===== config.mk =====
export PLATFORM = sky130hd
export DESIGN_NAME = i2c_shift_engine
export DESIGN_NICKNAME = d
export VERILOG_FILES = /design/src/rtl/i2c_shift_engine.sv
export SDC_FILE = /design/constraint.sdc
export NUM_CORES = 1
export LEC_CHECK = 0
export ABC_AREA = 0
export CELL_PAD_IN_SITES_DETAIL_PLACEMENT = 0
export CELL_PAD_IN_SITES_GLOBAL_PLACEMENT = 1
export CORE_UTILIZATION = 30
export CTS_CLUSTER_DIAMETER = 120
export DETAILED_ROUTE_END_ITERATION = 8
export HOLD_SLACK_MARGIN = 0.08
export PLACE_DENSITY_LB_ADDON = 0.1
export SLEW_MARGIN = 40
export SYNTH_ARGS = -nofsm -noshare
export SYNTH_HDL_FRONTEND = slang
export SYNTH_SLANG_ARGS = --single-unit
export TNS_END_PERCENT = 20

===== constraint.sdc =====
create_clock -name clk -period 1.8 [get_ports clk]
set_input_delay 0.27 -clock clk [delete_from_list [all_inputs] [get_ports clk]]
set_output_delay 0.27 -clock clk [all_outputs]
set_load 0.1 [all_outputs]

===== src/rtl/i2c_shift_engine.sv =====
// Bidirectional shift register for the I2C datapath: parallel load for TX, serial fill for RX.
// A frame is DATA_WIDTH accepted shift strobes; done pulses for one cycle when the frame completes.
module i2c_shift_engine #(
  parameter int                    DATA_WIDTH  = 8,
  parameter logic [DATA_WIDTH-1:0] RESET_VALUE = '0,
  parameter bit                    MSB_FIRST   = 1'b1,
  localparam int                   CNT_W       = $clog2(DATA_WIDTH + 1)
) (
  input  logic                  clk,
  input  logic                  rst,
  input  logic                  clear,
  input  logic                  par_load,
  input  logic [DATA_WIDTH-1:0] par_in,
  input  logic                  start,
  input  logic                  shift_en,
  input  logic                  ser_in,
  output logic                  ser_out,
  output logic [DATA_WIDTH-1:0] par_out,
  output logic [CNT_W-1:0]      bit_cnt,
  output logic                  busy,
  output logic                  done
);

  typedef enum logic [1:0] {
    ST_IDLE  = 2'd0,
    ST_SHIFT = 2'd1,
    ST_DONE  = 2'd2
  } state_t;

  localparam logic [CNT_W-1:0] FRAME_LEN = CNT_W'(DATA_WIDTH);

  state_t                  state, state_next;
  logic [DATA_WIDTH-1:0]   shreg, shreg_next;
  logic [CNT_W-1:0]        cnt_next;

  always_ff @(posedge clk) begin
    if (rst) state <= ST_IDLE;
    else     state <= state_next;
  end

  always_ff @(posedge clk) begin
    if (rst) begin
      shreg   <= RESET_VALUE;
      bit_cnt <= '0;
    end else begin
      shreg   <= shreg_next;
      bit_cnt <= cnt_next;
    end
  end

  always_comb begin
    state_next = state;
    shreg_next = shreg;
    cnt_next   = bit_cnt;
    if (clear) begin
      state_next = ST_IDLE;
      shreg_next = RESET_VALUE;
      cnt_next   = '0;
    end else begin
      case (state)
        ST_IDLE: begin
          if (par_load) shreg_next = par_in;
          if (start) begin
            cnt_next   = '0;
            state_next = ST_SHIFT;
          end
        end
        ST_SHIFT: begin
          // Loads and starts are deliberately not decoded here so a frame in flight stays intact.
          if (shift_en) begin
            shreg_next = MSB_FIRST ? {shreg[DATA_WIDTH-2:0], ser_in}
                                   : {ser_in, shreg[DATA_WIDTH-1:1]};
            cnt_next   = bit_cnt + CNT_W'(1);
            if (cnt_next == FRAME_LEN) state_next = ST_DONE;
          end
        end
        ST_DONE:  state_next = ST_IDLE;
        default:  state_next = ST_IDLE;
      endcase
    end
  end

  assign par_out = shreg;
  assign ser_out = MSB_FIRST ? shreg[DATA_WIDTH-1] : shreg[0];
  assign busy    = (state == ST_SHIFT);
  assign done    = (state == ST_DONE);

endmodule


Word level (Yosys, flattened, before mapping) --
Cells that the tools add are included.
Storage, ports and cells: bits in latches 0, register bits 14, input bits 15, RAM bits 0, memories 0, word-level logic and storage cells 27, memory bits (read-only) 0
Operators by class: mux-type cells 10, shift-type cells 0, reductions and logical operators 6, divide/modulo/power cells 0, $lt $le $gt $ge 0, multipliers 0, equal/unequal tests 7, add/sub/neg operators 1, bitwise operators 0
Operator list (number):
- $mux W8 | 2
- $pmux W8 S2 | 1
- $reduce_and A3 Y1 | 3
- $mux W4 | 2
- $pmux W4 S2 | 1
- $mux W2 | 3
- $ne A2 B2 Y1 const B | 3
- $add A4 B1 Y4 const B | 1
- $eq A4 B4 Y1 const B | 1
- $pmux W2 S2 | 1
- $eq A2 B1 Y1 const B | 1
- $eq A2 B2 Y1 const B | 1
- $logic_not A2 Y1 | 1
- $ne A2 B1 Y1 const B | 1
- $reduce_bool A2 Y1 | 1
- $reduce_or A2 Y1 | 1

Depth between registers and ports, before layout --
depth in word-level cells 5, depth in mapped cells 5

Worst setup path before layout --
Ideal clock, no wire load.
kind register to output, from reg state[1], to out done, stages on the path, launching flop included 5, required time 1.530 ns, arrival 2.075 ns, setup slack -0.545 ns, buffers on the path 2, cells stage by stage dfxtp_1 buf_2 clkinv_1 buf_2 nor2_1
On the way: cells in the longest elaborated chain, start to end 1
RTL lines:
- start, declared | line 32 | state_t state, state_next;
- start signal, assigned | line 38 | else state <= state_next;
- $eq A2 B2 Y1 | line 86 | assign done = (state == ST_DONE);
- end, declared | line 21 | output logic done
Every way passes these cells.

Worst setup path in the final report --
from reg state[0], to out busy
On the way: cells in the longest elaborated chain, start to end 1
RTL lines:
- $eq A2 B1 Y1 | line 85 | assign busy = (state == ST_SHIFT);
- end, declared | line 20 | output logic busy,
Every way passes these cells.

==> flow_summary.ini <==
[grt]
grt_max_degree = 18
grt_pass1_vias = 604
grt_overflow = 0
antenna_found_initial = 0
grt_use_total = 0.148
grt_pass1_wl_mm = 2.79

[power]
pwr-share-clk = 0.252
p_per_area_nw_per_um2 = 659
p_sw_frac = 0.342
internal-power_uw = 474
p_leak_nw = 0.453
power_uw = 721
switchingPower_uw = 247
seqPwrFrac = 0.459
peakVddDrop_v = 0.000295
combPwrFrac = 0.289

[route]
first_iter_violations = 0
antenna_left = 0
route.vias.total = 660
dr.pass1.iters = 1
routed_wl_mm = 1.63
wl_per_cell_um = 12.4
drc = 0
viasPerCell = 5.04

[synthesis]
syn_avg_cell_area_sq_um = 9.68
synth_warnings = 0
synth_cell_types = 30
synth_top_family_by_area = compound AO/OA/AOI/OAI gates
yosysTopAreaCell = dfxtp_1
ys_async_sr_fraction = 0
synthTopCellsByCount = 14 x dfxtp_1, 11 x a21oi_1, 9 x mux2i_1
synth_area_leaders = dfxtp_1 39%, mux2i_1 12%, a311oi_1 9.7%
synth.net_count = 91
synth.most_common_cell = dfxtp_1
ys_ff_latch = 14
synth-adder-area-share = 0.0172
synthMuxAreaShare = 0.145
netlist_instances = 75
ys.flop_type = dfxtp_1
seq_area_frac_synth = 0.386
synth_edf_count = 0
synth_xor_area_frac = 0.0121
yosys.area_share.simple = 0.112
yosysTopAreaCellShare = 0.386
syn-cell-area_sq_um = 726
synth-compound-area-share = 0.257

[timing]
setup_ws_ns = 0.0922
max_freq_ghz = 0.586
worst_pin_slew_ns = 0.383
drv_slew = 0
grt_setup_unrepaired = false
finalSetupViolations = 0
fin_crit_ns = 1.71
final_hold_viol_count = 0
final_min_period_over_clock_period = 0.949
clock_skew_ns = 0.00407
relSlewSlack = 0.745

[setup_path]
worst_setup_path_end_kind = primary output
crit_type = reg -> out
critical_path_required_ns = 1.53
critPathArrivalTime_ns = 1.44
critPathLaunchType = register
cp_max_fo = 11
r2r_cells = 3

[cells_and_area]
num-nets-final = 121
stdcell_area_sq_um = 1090
final_util = 0.486
antenna_cells = 0
final_layout_size_suffix_gt1_frac = 0.252
final_cells = 131
area_delta_synth_final_pct = 50.9

[place]
place_ws_ns = 0.215
port_buffers = 29
post-dp-hpwl_mm = 1.18
place_inst = 128
postPlaceCellArea_sq_um = 1070
place.gp.congestion = 0.817

[clock_tree]
cts_buffers = 3
cts_tree = built
clk_pin_slew_ns = 0.09
cts_setup_buffers = 0
root_buffer = clkbuf_4
htree_levels = 1
clock_path_buffers = 2
cts_hold_buffers = 0
cts.sinks = 14
clock_latency_ns = 0.28

[outcome]
outcome = complete, no violations

[floorplanning]
die_h_um = 51.2
die_x_um = 51.2
start_util = 0.322
die-area_sq_um = 2620
ios = 30
rows = 17
core_sq_um = 2250

[run]
max_cap_violations = 0

[min_path]
holdPathStages = 2
worstHoldPathType = reg -> reg
==> path summary, 6_finish.rpt <==
check / from / slack (ns) / to
max: state[0]$_SDFFE_PP0P_ / 0.09 / busy
min: par_out[3]$_SDFFE_PP0P_ / 0.54 / par_out[3]$_SDFFE_PP0P_
max reg2reg: state[0]$_SDFFE_PP0P_ / 0.42 / par_out[2]$_SDFFE_PP0P_
min reg2reg: par_out[3]$_SDFFE_PP0P_ / 0.54 / par_out[3]$_SDFFE_PP0P_
==> critical path, cell delays in order (launching register included) <==
cell and delay (ns):
dfxtp_1 0.47, or2b_4 0.39, inv_1 0.12, buf_12 0.18
==> placed cells by master, fill, tap and decap left out, types with 3 or more instances in the layout <==
cell type | synthesis | layout
buf_4 | 2 | 11
dfxtp_1 | 14 | 12
clkbuf_4 | 0 | 3
a311oi_1 | 8 | 8
clkdlybuf4s50_1 | 0 | 14
a21oi_1 | 11 | 11
buf_12 | 0 | 6
mux2i_1 | 9 | 9
==> area by class of cell <==
class	instances	area (sq um)
Fill cell	236	1160
Multi-Input combinational cell	52	400
Timing Repair Buffer	31	343
Sequential cell	14	283
Tap cell	28	35.0
Clock buffer	3	22.5
Inverter	3	11.3
==> metal layers <==
layer  share of wire  GRT usage  up-vias
li1                -          -      345
met4          0.0049     0.0833        0
met3           0.044     0.0268        2
met1            0.50      0.179      294
met5               0          0        -
met2            0.45      0.246       19
==> cell families (layout without fill, tap and decap cells) <==
logic type,after synthesis,count (layout)
AOI/OAI and AO/OA,27,27
xor gates and xnor gates,1,1
adders and majority gates,1,1
buffers and inverters,9,37
DFF,14,14
muxes,10,10
and+or+nand+nor,13,13
==> sequential cells by signal, summed over array words and instances (netlist names) <==
name,cells
bit_cnt,4
par_out,8
state,2
==> power by group through the flow <==
stage	clock network (mW)	registers (mW)	logic, mW
2_1_floorplan	0	0.406	0.0804
3_3_place_gp	0	0.338	0.208
3_5_place_dp	0	0.338	0.208
4_1_cts	0.197	0.331	0.210
5_1_grt	0.200	0.334	0.221
6_report	0.182	0.331	0.208
==> per-stage QoR <==
stage	hold WS, ns	setup TNS [ns]
2_1_floorplan	0.436	-0.0785
3_3_place_gp	0.522	0
3_5_place_dp	0.526	0
4_1_cts	0.541	0
5_1_grt	0.566	0
6_report	0.537	0
==> repair_timing <==
item / 4_1_cts / 5_1_grt
hold endpoints to repair: 0 / 0
endpoints found under the setup margin: 1 / 0
gates resized for setup: 2 / 0
Note: power is estimated with default switching activity, not from simulation.
